### src/rtl/pipeline_ctrl_pkg.sv
// ---------------------------------------------------------------------------
// pipeline_ctrl_pkg
// Shared definitions for the MIPS32 pipeline stall/flush control:
//   - multiply/divide sequencer state encoding
//   - default multiply/divide occupancy (cycles)
//   - bit positions of the stall/flush control bundle, also used by the
//     pipeline register modules that consume these controls
//   - load-use hazard detection helper
// ---------------------------------------------------------------------------
package pipeline_ctrl_pkg;

  typedef enum logic {
    MD_IDLE = 1'b0,
    MD_BUSY = 1'b1
  } muldiv_state_t;

  localparam int DEF_MUL_CYCLES = 4;
  localparam int DEF_DIV_CYCLES = 32;

  // Control bundle layout
  localparam int CTRL_PC_WRITE    = 0;
  localparam int CTRL_IF_ID_WRITE = 1;
  localparam int CTRL_ID_EX_BUBBLE = 2;
  localparam int CTRL_IF_ID_FLUSH = 3;
  localparam int CTRL_W           = 4;

  // Canonical bundle values: {flush, bubble, if_id_write, pc_write}
  localparam logic [CTRL_W-1:0] CTRL_NORMAL = 4'b0011;
  localparam logic [CTRL_W-1:0] CTRL_STALL  = 4'b0100;
  localparam logic [CTRL_W-1:0] CTRL_FLUSH  = 4'b1111;

  // A load in EX whose destination is read by the instruction in ID.
  // $0 is never a real dependency; rt only counts when ID actually reads it.
  function automatic logic load_use_hazard(
    input logic       ex_mem_read,
    input logic [4:0] ex_rt,
    input logic [4:0] id_rs,
    input logic [4:0] id_rt,
    input logic       id_uses_rt
  );
    return ex_mem_read & (ex_rt != 5'd0) &
           ((ex_rt == id_rs) | (id_uses_rt & (ex_rt == id_rt)));
  endfunction

endpackage

### src/rtl/muldiv_seq.sv
// ---------------------------------------------------------------------------
// muldiv_seq
// Occupancy sequencer for the multi-cycle multiply/divide unit.
// An accepted start in cycle T keeps the unit busy for T+1..T+N
// (N = MUL_CYCLES or DIV_CYCLES); hilo_we is raised in T+N.
// Ports:
//   clk, rst     clock, asynchronous active-high reset
//   start        mult/div in EX this cycle (ignored while busy)
//   is_div       1 = div/divu, 0 = mult/multu
//   busy         unit computing (registered)
//   hilo_we      write HI/LO this cycle (registered)
//   count_nz     remaining count is non-zero (result not yet available)
// ---------------------------------------------------------------------------
module muldiv_seq
  import pipeline_ctrl_pkg::*;
#(
  parameter int MUL_CYCLES = DEF_MUL_CYCLES,
  parameter int DIV_CYCLES = DEF_DIV_CYCLES
) (
  input  logic clk,
  input  logic rst,
  input  logic start,
  input  logic is_div,
  output logic busy,
  output logic hilo_we,
  output logic count_nz
);

  localparam int CNT_W = $clog2(DIV_CYCLES);

  muldiv_state_t    state_r, state_nxt_s;
  logic [CNT_W-1:0] count_r, count_nxt_s;
  logic             hilo_we_r;

  // Next-state and counter decode
  always_comb begin
    state_nxt_s = state_r;
    count_nxt_s = count_r;
    case (state_r)
      MD_IDLE: begin
        if (start) begin
          count_nxt_s = is_div ? CNT_W'(DIV_CYCLES - 1) : CNT_W'(MUL_CYCLES - 1);
          state_nxt_s = MD_BUSY;
        end else begin
          state_nxt_s = MD_IDLE;
        end
      end
      MD_BUSY: begin
        // A start while busy cannot be legal (ID stalls HiLo users), and one
        // coinciding with the final cycle is dropped as well.
        if (count_r != '0) begin
          count_nxt_s = count_r - CNT_W'(1);
        end else begin
          state_nxt_s = MD_IDLE;
        end
      end
      default: begin
        state_nxt_s = MD_IDLE;
        count_nxt_s = '0;
      end
    endcase
  end

  // State, counter and write-strobe registers; the strobe is precomputed so
  // it lands in the last BUSY cycle (count reaching zero).
  always_ff @(posedge clk or posedge rst) begin
    if (rst) begin
      state_r   <= MD_IDLE;
      count_r   <= '0;
      hilo_we_r <= 1'b0;
    end else begin
      state_r   <= state_nxt_s;
      count_r   <= count_nxt_s;
      hilo_we_r <= (state_nxt_s == MD_BUSY) && (count_nxt_s == '0);
    end
  end

  assign busy     = (state_r == MD_BUSY);
  assign hilo_we  = hilo_we_r;
  assign count_nz = (count_r != '0);

endmodule

### src/rtl/pipeline_hazard_ctrl.sv
// ---------------------------------------------------------------------------
// pipeline_hazard_ctrl
// Stall/flush sequencer for the 5-stage MIPS32 pipeline. Covers the hazards
// forwarding cannot: load-use bubble, EX-resolved branch/jump redirect, and
// the multi-cycle multiply/divide unit.
// Build option: MULDIV_STALL_EN - when defined, the multiply/divide sequencer
// and HI/LO stall are built; otherwise MulDiv_Busy/HiLo_We are tied low and
// the muldiv inputs are ignored (single-cycle multiplier build).
// Ports:
//   clk, rst                     clock, asynchronous active-high reset
//   ID_EX_MemRead, ID_EX_Reg_Rt  load in EX and its destination
//   IF_ID_Reg_Rs/Rt, UsesRt      source registers of the ID instruction
//   IF_ID_UsesHiLo               ID instruction uses HI/LO or the unit
//   MulDiv_Start_EX, IsDiv_EX    mult/div issuing from EX
//   Branch_Taken_EX              redirect from EX
//   PC_Write, IF_ID_Write        stage enables
//   ID_EX_Bubble, IF_ID_Flush    nop insertion / IF/ID clear
//   MulDiv_Busy, HiLo_We         unit status and HI/LO write strobe
// ---------------------------------------------------------------------------
module pipeline_hazard_ctrl
  import pipeline_ctrl_pkg::*;
#(
  parameter int MUL_CYCLES = DEF_MUL_CYCLES,
  parameter int DIV_CYCLES = DEF_DIV_CYCLES
) (
  input  logic       clk,
  input  logic       rst,
  input  logic       ID_EX_MemRead,
  input  logic [4:0] ID_EX_Reg_Rt,
  input  logic [4:0] IF_ID_Reg_Rs,
  input  logic [4:0] IF_ID_Reg_Rt,
  input  logic       IF_ID_UsesRt,
  input  logic       IF_ID_UsesHiLo,
  input  logic       MulDiv_Start_EX,
  input  logic       MulDiv_IsDiv_EX,
  input  logic       Branch_Taken_EX,
  output logic       PC_Write,
  output logic       IF_ID_Write,
  output logic       ID_EX_Bubble,
  output logic       IF_ID_Flush,
  output logic       MulDiv_Busy,
  output logic       HiLo_We
);

  logic              load_use_s;
  logic              hilo_stall_s;
  logic [CTRL_W-1:0] ctrl_s;

  assign load_use_s = load_use_hazard(ID_EX_MemRead, ID_EX_Reg_Rt,
                                      IF_ID_Reg_Rs, IF_ID_Reg_Rt, IF_ID_UsesRt);

`ifdef MULDIV_STALL_EN
  logic busy_s;
  logic hilo_we_s;
  logic count_nz_s;

  muldiv_seq #(
    .MUL_CYCLES (MUL_CYCLES),
    .DIV_CYCLES (DIV_CYCLES)
  ) u_muldiv_seq (
    .clk      (clk),
    .rst      (rst),
    .start    (MulDiv_Start_EX),
    .is_div   (MulDiv_IsDiv_EX),
    .busy     (busy_s),
    .hilo_we  (hilo_we_s),
    .count_nz (count_nz_s)
  );

  // Release the HiLo user in the write cycle so it reaches EX right after.
  assign hilo_stall_s = busy_s & count_nz_s & IF_ID_UsesHiLo;
  assign MulDiv_Busy  = busy_s;
  assign HiLo_We      = hilo_we_s;
`else
  logic unused_muldiv_s;

  assign unused_muldiv_s = ^{MulDiv_Start_EX, MulDiv_IsDiv_EX, IF_ID_UsesHiLo,
                             (MUL_CYCLES > DIV_CYCLES)};
  assign hilo_stall_s    = 1'b0;
  assign MulDiv_Busy     = 1'b0;
  assign HiLo_We         = 1'b0;
`endif

  // Hazard priority: flush beats any stall since the stalled instruction is
  // discarded anyway; reset forces the free-running values.
  always_comb begin
    ctrl_s = CTRL_NORMAL;
    if (rst) begin
      ctrl_s = CTRL_NORMAL;
    end else if (Branch_Taken_EX) begin
      ctrl_s = CTRL_FLUSH;
    end else if (load_use_s | hilo_stall_s) begin
      ctrl_s = CTRL_STALL;
    end else begin
      ctrl_s = CTRL_NORMAL;
    end
  end

  assign PC_Write     = ctrl_s[CTRL_PC_WRITE];
  assign IF_ID_Write  = ctrl_s[CTRL_IF_ID_WRITE];
  assign ID_EX_Bubble = ctrl_s[CTRL_ID_EX_BUBBLE];
  assign IF_ID_Flush  = ctrl_s[CTRL_IF_ID_FLUSH];

endmodule

### config.mk
export PLATFORM = sky130hd
export DESIGN_NAME = pipeline_hazard_ctrl
export DESIGN_NICKNAME = d
export VERILOG_FILES = /design/src/rtl/pipeline_ctrl_pkg.sv /design/src/rtl/muldiv_seq.sv /design/src/rtl/pipeline_hazard_ctrl.sv
export SDC_FILE = /design/constraint.sdc
export NUM_CORES = 1
export LEC_CHECK = 0
export CAP_MARGIN = 20
export CORE_AREA = 3 3 40 42
export DETAILED_ROUTE_END_ITERATION = 7
export DIE_AREA = 0 0 43 45
export PLACE_DENSITY_LB_ADDON = 0.3
export SYNTH_ARGS = -nofsm -noshare
export SYNTH_HDL_FRONTEND = slang
export SYNTH_SLANG_ARGS = --single-unit
### constraint.sdc
create_clock -name vclk -period 8.3
set_clock_uncertainty 0.2 [all_clocks]
set_input_delay 2.49 -clock vclk [all_inputs]
set_output_delay 2.49 -clock vclk [all_outputs]
set_load 0.02 [all_outputs]
* After elaboration in Yosys (flattened, before gate mapping)
Index checks and enable logic that the tools add are counted.
Cells by class: muxes and demuxes 3, reductions and logical operators 1, bitwise logic cells 4, eq/ne operators 2
Operator list (number):
- $eq A5 B5 Y1 | 2
- $mux W4 | 2
- $reduce_bool A5 Y1 | 1
- $and A1 B1 Y1 | 3
- $mux W3 | 1
- $or A1 B1 Y1 | 1
Storage, ports and cells: logic and storage cells 10, register bits 0, input bits 23, output and inout bits 6

* Depth between registers and ports, before layout
depth after elaboration 7, mapped depth 5, mapped depth without buffers 4

* Worst setup path before layout
No wires, ideal clock.
kind input-to-output, start point input port ID_EX_Reg_Rt[3], end point output port PC_Write, path slack 1925 ps, stages on the path 5, data required time 5610 ps, arrival time 3685 ps, path buffers 1, path through xor2_1 nor4_2 a32oi_1 or3_1 buf_4
Between the ends: cells in the longest elaborated chain, start to end 7, elaborated cells on any way between the ends 10, those cells by class eq/ne (2); mux (3); bitwise (4); reduce/logical (1)
Ends and longest elaborated chain:
- start, declared | line pipeline_hazard_ctrl.sv:29 | input logic [4:0] ID_EX_Reg_Rt,
- $eq A5 B5 Y1 | line pipeline_ctrl_pkg.sv:42 | ((ex_rt == id_rs) | (id_uses_rt & (ex_rt == id_rt)));
- $and A1 B1 Y1 | line pipeline_ctrl_pkg.sv:42
- $or A1 B1 Y1 | line pipeline_ctrl_pkg.sv:42
- $and A1 B1 Y1 * | line pipeline_ctrl_pkg.sv:41 | return ex_mem_read & (ex_rt != 5'd0) &
- $mux W3 * | line pipeline_hazard_ctrl.sv:92 | end else if (load_use_s | hilo_stall_s) begin
- $mux W4 * | line pipeline_hazard_ctrl.sv:90 | end else if (Branch_Taken_EX) begin
- $mux W4 * | line pipeline_hazard_ctrl.sv:88 | if (rst) begin
- end, declared | line pipeline_hazard_ctrl.sv:37 | output logic PC_Write,
Every way passes the cells marked *; elsewhere a longest branch is shown, timed or not.

* Worst setup path in the final report
Ends and elaborated chain as after synthesis.

==> summary.md <==
| Metric | Value |
|---|---|
| Outcome | `finished, final reports clean` |
| Critical path fanouts, max | `3` |
| DRC viols | `0` |
| RSZ-0062 raised after global routing | `false` |
| Synth cell types | `13` |
| Clock share of power | `0%` |
| 1st-iter DRT viols | `0` |
| Cts hold-fix bufs | `0` |
| Max-slew violations | `0` |
| Fillers | `140` |
| Kind of cell adding the most delay to the critical path | `buffers and inverters` |
| Final std cells w/o fill | `60` |
| Worst VDD drop | `0.0135 mV` |
| Remaining antenna violation count | `0` |
| Period utilization | `86.8%` |
| Int Pwr | `0.0119 mW` |
| Synth Area in Compound Gates | `11.6%` |
| Avg WL per Cell | `8.80 um` |
| Setup slack after layout | `1.09 ns` |
| Mapped Cells | `24` |
| Mux cell area share after synthesis | `0%` |
| Number of flip-flops and latches | `0` |
| Yosys warns | `0` |
| Tightest Hold Check Type | `primary input to primary output` |
| # resized after CTS | `0` |
| Largest family of logic cells by synthesized area | `XOR/XNOR gates` |
| Ant. Diodes | `0` |
| DP Cell Count | `60` |
| Overall power | `0.0188 mW` |
| Routability Congestion | `0.626` |
| Seq pwr share | `0%` |
| CP Class | `primary input to primary output` |
| Final nets | `70` |
| Comb power frac | `100.0%` |
| Initial antenna violation count | `0` |
| Total Wirelength | `528 um` |
| P_sw | `0.00684 mW` |
| Area after DPL | `413 um^2` |
| Place WS | `1.08 ns` |
| XOR/XNOR Fraction of Synth Area | `47.9%` |
| Mean Syn Cell Area | `7.61 um^2` |
| Mean number of vias per cell | `3.65` |
| Buf+Inv Stages, Crit Path | `2` |
| Mapped Area | `183 um^2` |
| Crit path cell chain | `clkdlybuf4s50_1 > xor2_1 > nor4_2 > a32oi_1 > or3_1 > clkdlybuf4s50_1` |
| Number of max-cap violations | `0` |
| Worst setup SP type | `primary input` |
| Sw frac | `36.4%` |
| Die Y | `45 um` |
| Post-Route Utilization | `32.1%` |
| Vias in the first global route | `178` |
| Core Box Area | `1280 um^2` |
| Min Tclk post-route | `7.21 ns` |
| Router iterations before antenna repair | `1` |
| DIE WIDTH | `43 um` |
| Crit end category | `primary output` |
| Die area | `1940 um^2` |
| CP most frequent cell | `clkdlybuf4s50_1` |
| Lkg Pwr | `0.150 nW` |
| GR Overflow Total | `0` |
| # IOs | `29` |
| GRT Overall Usage | `4.56%` |
| Vias after detailed routing | `219` |
| Arr. time, crit path | `4.52 ns` |
| Port buffer count | `23` |
| Simple-Gate Fraction of Synth Area | `26.0%` |
| CP max stage cell | `clkdlybuf4s50_1` |
| Share of cells above drive strength 1 | `2.22%` |
| Clkbuf count | `0` |
| Register area | `0 um^2` |
| Hold Slack | `5.84 ns` |
| Largest net degree at the start of global routing | `4` |
| Post-CTS Setup Inserts | `0` |
| Final setup fails | `0` |
| Post-Layout Inst Area | `413 um^2` |
| Sequential fraction of the synthesis area | `0%` |
| Initial core utilization | `14.2%` |
| First-pass GRT wire length | `710 um` |
| Layout area overhead | `126%` |
| Achievable Freq | `0.139 GHz` |
| Final hold vios | `0` |
| Post-synthesis adder-cell area fraction | `0%` |
| PD cells | `45.5 nW/um^2` |
| Setup total negative slack | `0 ns` |
| Site Rows | `13` |
| Largest stage delay, worst path | `0.55 ns` |
| Critical Path RT | `5.61 ns` |
==> layout by cell type, fill, tap and decap left out <==
cell type,count
xnor2_1,1
clkdlybuf4s50_1,23
o21ai_0,1
or3_1,1
nor2b_1,2
xor2_1,9
a32oi_1,1
nor2_1,1
nor4_2,1
o21bai_1,1
nor3_1,1
or4_1,1
conb_1,2
==> Yosys cell counts, drive strengths merged <==
cell | n | area share [%]
o21ai | 1 | 2.7
nor2b | 2 | 6.8
or3 | 1 | 3.4
buf | 3 | 12
or4 | 1 | 4.1
conb | 1 | 2.1
o21bai | 1 | 4.1
nor3 | 1 | 2.7
xor2 | 9 | 43
nor2 | 1 | 2.1
a32oi | 1 | 4.8
xnor2 | 1 | 4.8
nor4 | 1 | 6.8
==> routing by layer <==
layer,routed length (um),global-route usage [%]
met5,0,0
met4,0,0
met3,52,0.398
met2,268,8.68
met1,207,5.95
==> layout make-up <==
class,count,area [um^2],share of cell area [%]
Multi-Input combinational cell,22,164,39.7
Tap cell,15,18.8,4.55
Timing Repair Buffer,23,230,55.8
==> kinds of logic (layout without fill, tap and decap cells) <==
logic type,Yosys count,in the layout
buf+inv,3,23
simple gates,7,7
compound gates,3,3
other cells,1,2
xor+xnor,10,10
==> power by group through the flow <==
| stage | combinational (mW) | clock, mW | sequential (mW) |
|---|---|---|---|
| after floorplan | 0.00758 | 0 | 0 |
| after global placement | 0.0190 | 0 | 0 |
| after detailed placement | 0.0190 | 0 | 0 |
| after CTS | 0.0191 | 0 | 0 |
| after global routing | 0.0204 | 0 | 0 |
| final | 0.0188 | 0 | 0 |
==> worst paths after layout <==
check | start | endpoint | slack (ns) | cells past startpoint
setup / recovery | ID_EX_Reg_Rt[3] | PC_Write | 1.09 | 6
hold / removal | rst | IF_ID_Flush | 5.84 | 3
Power figures use the tool's default switching activity.
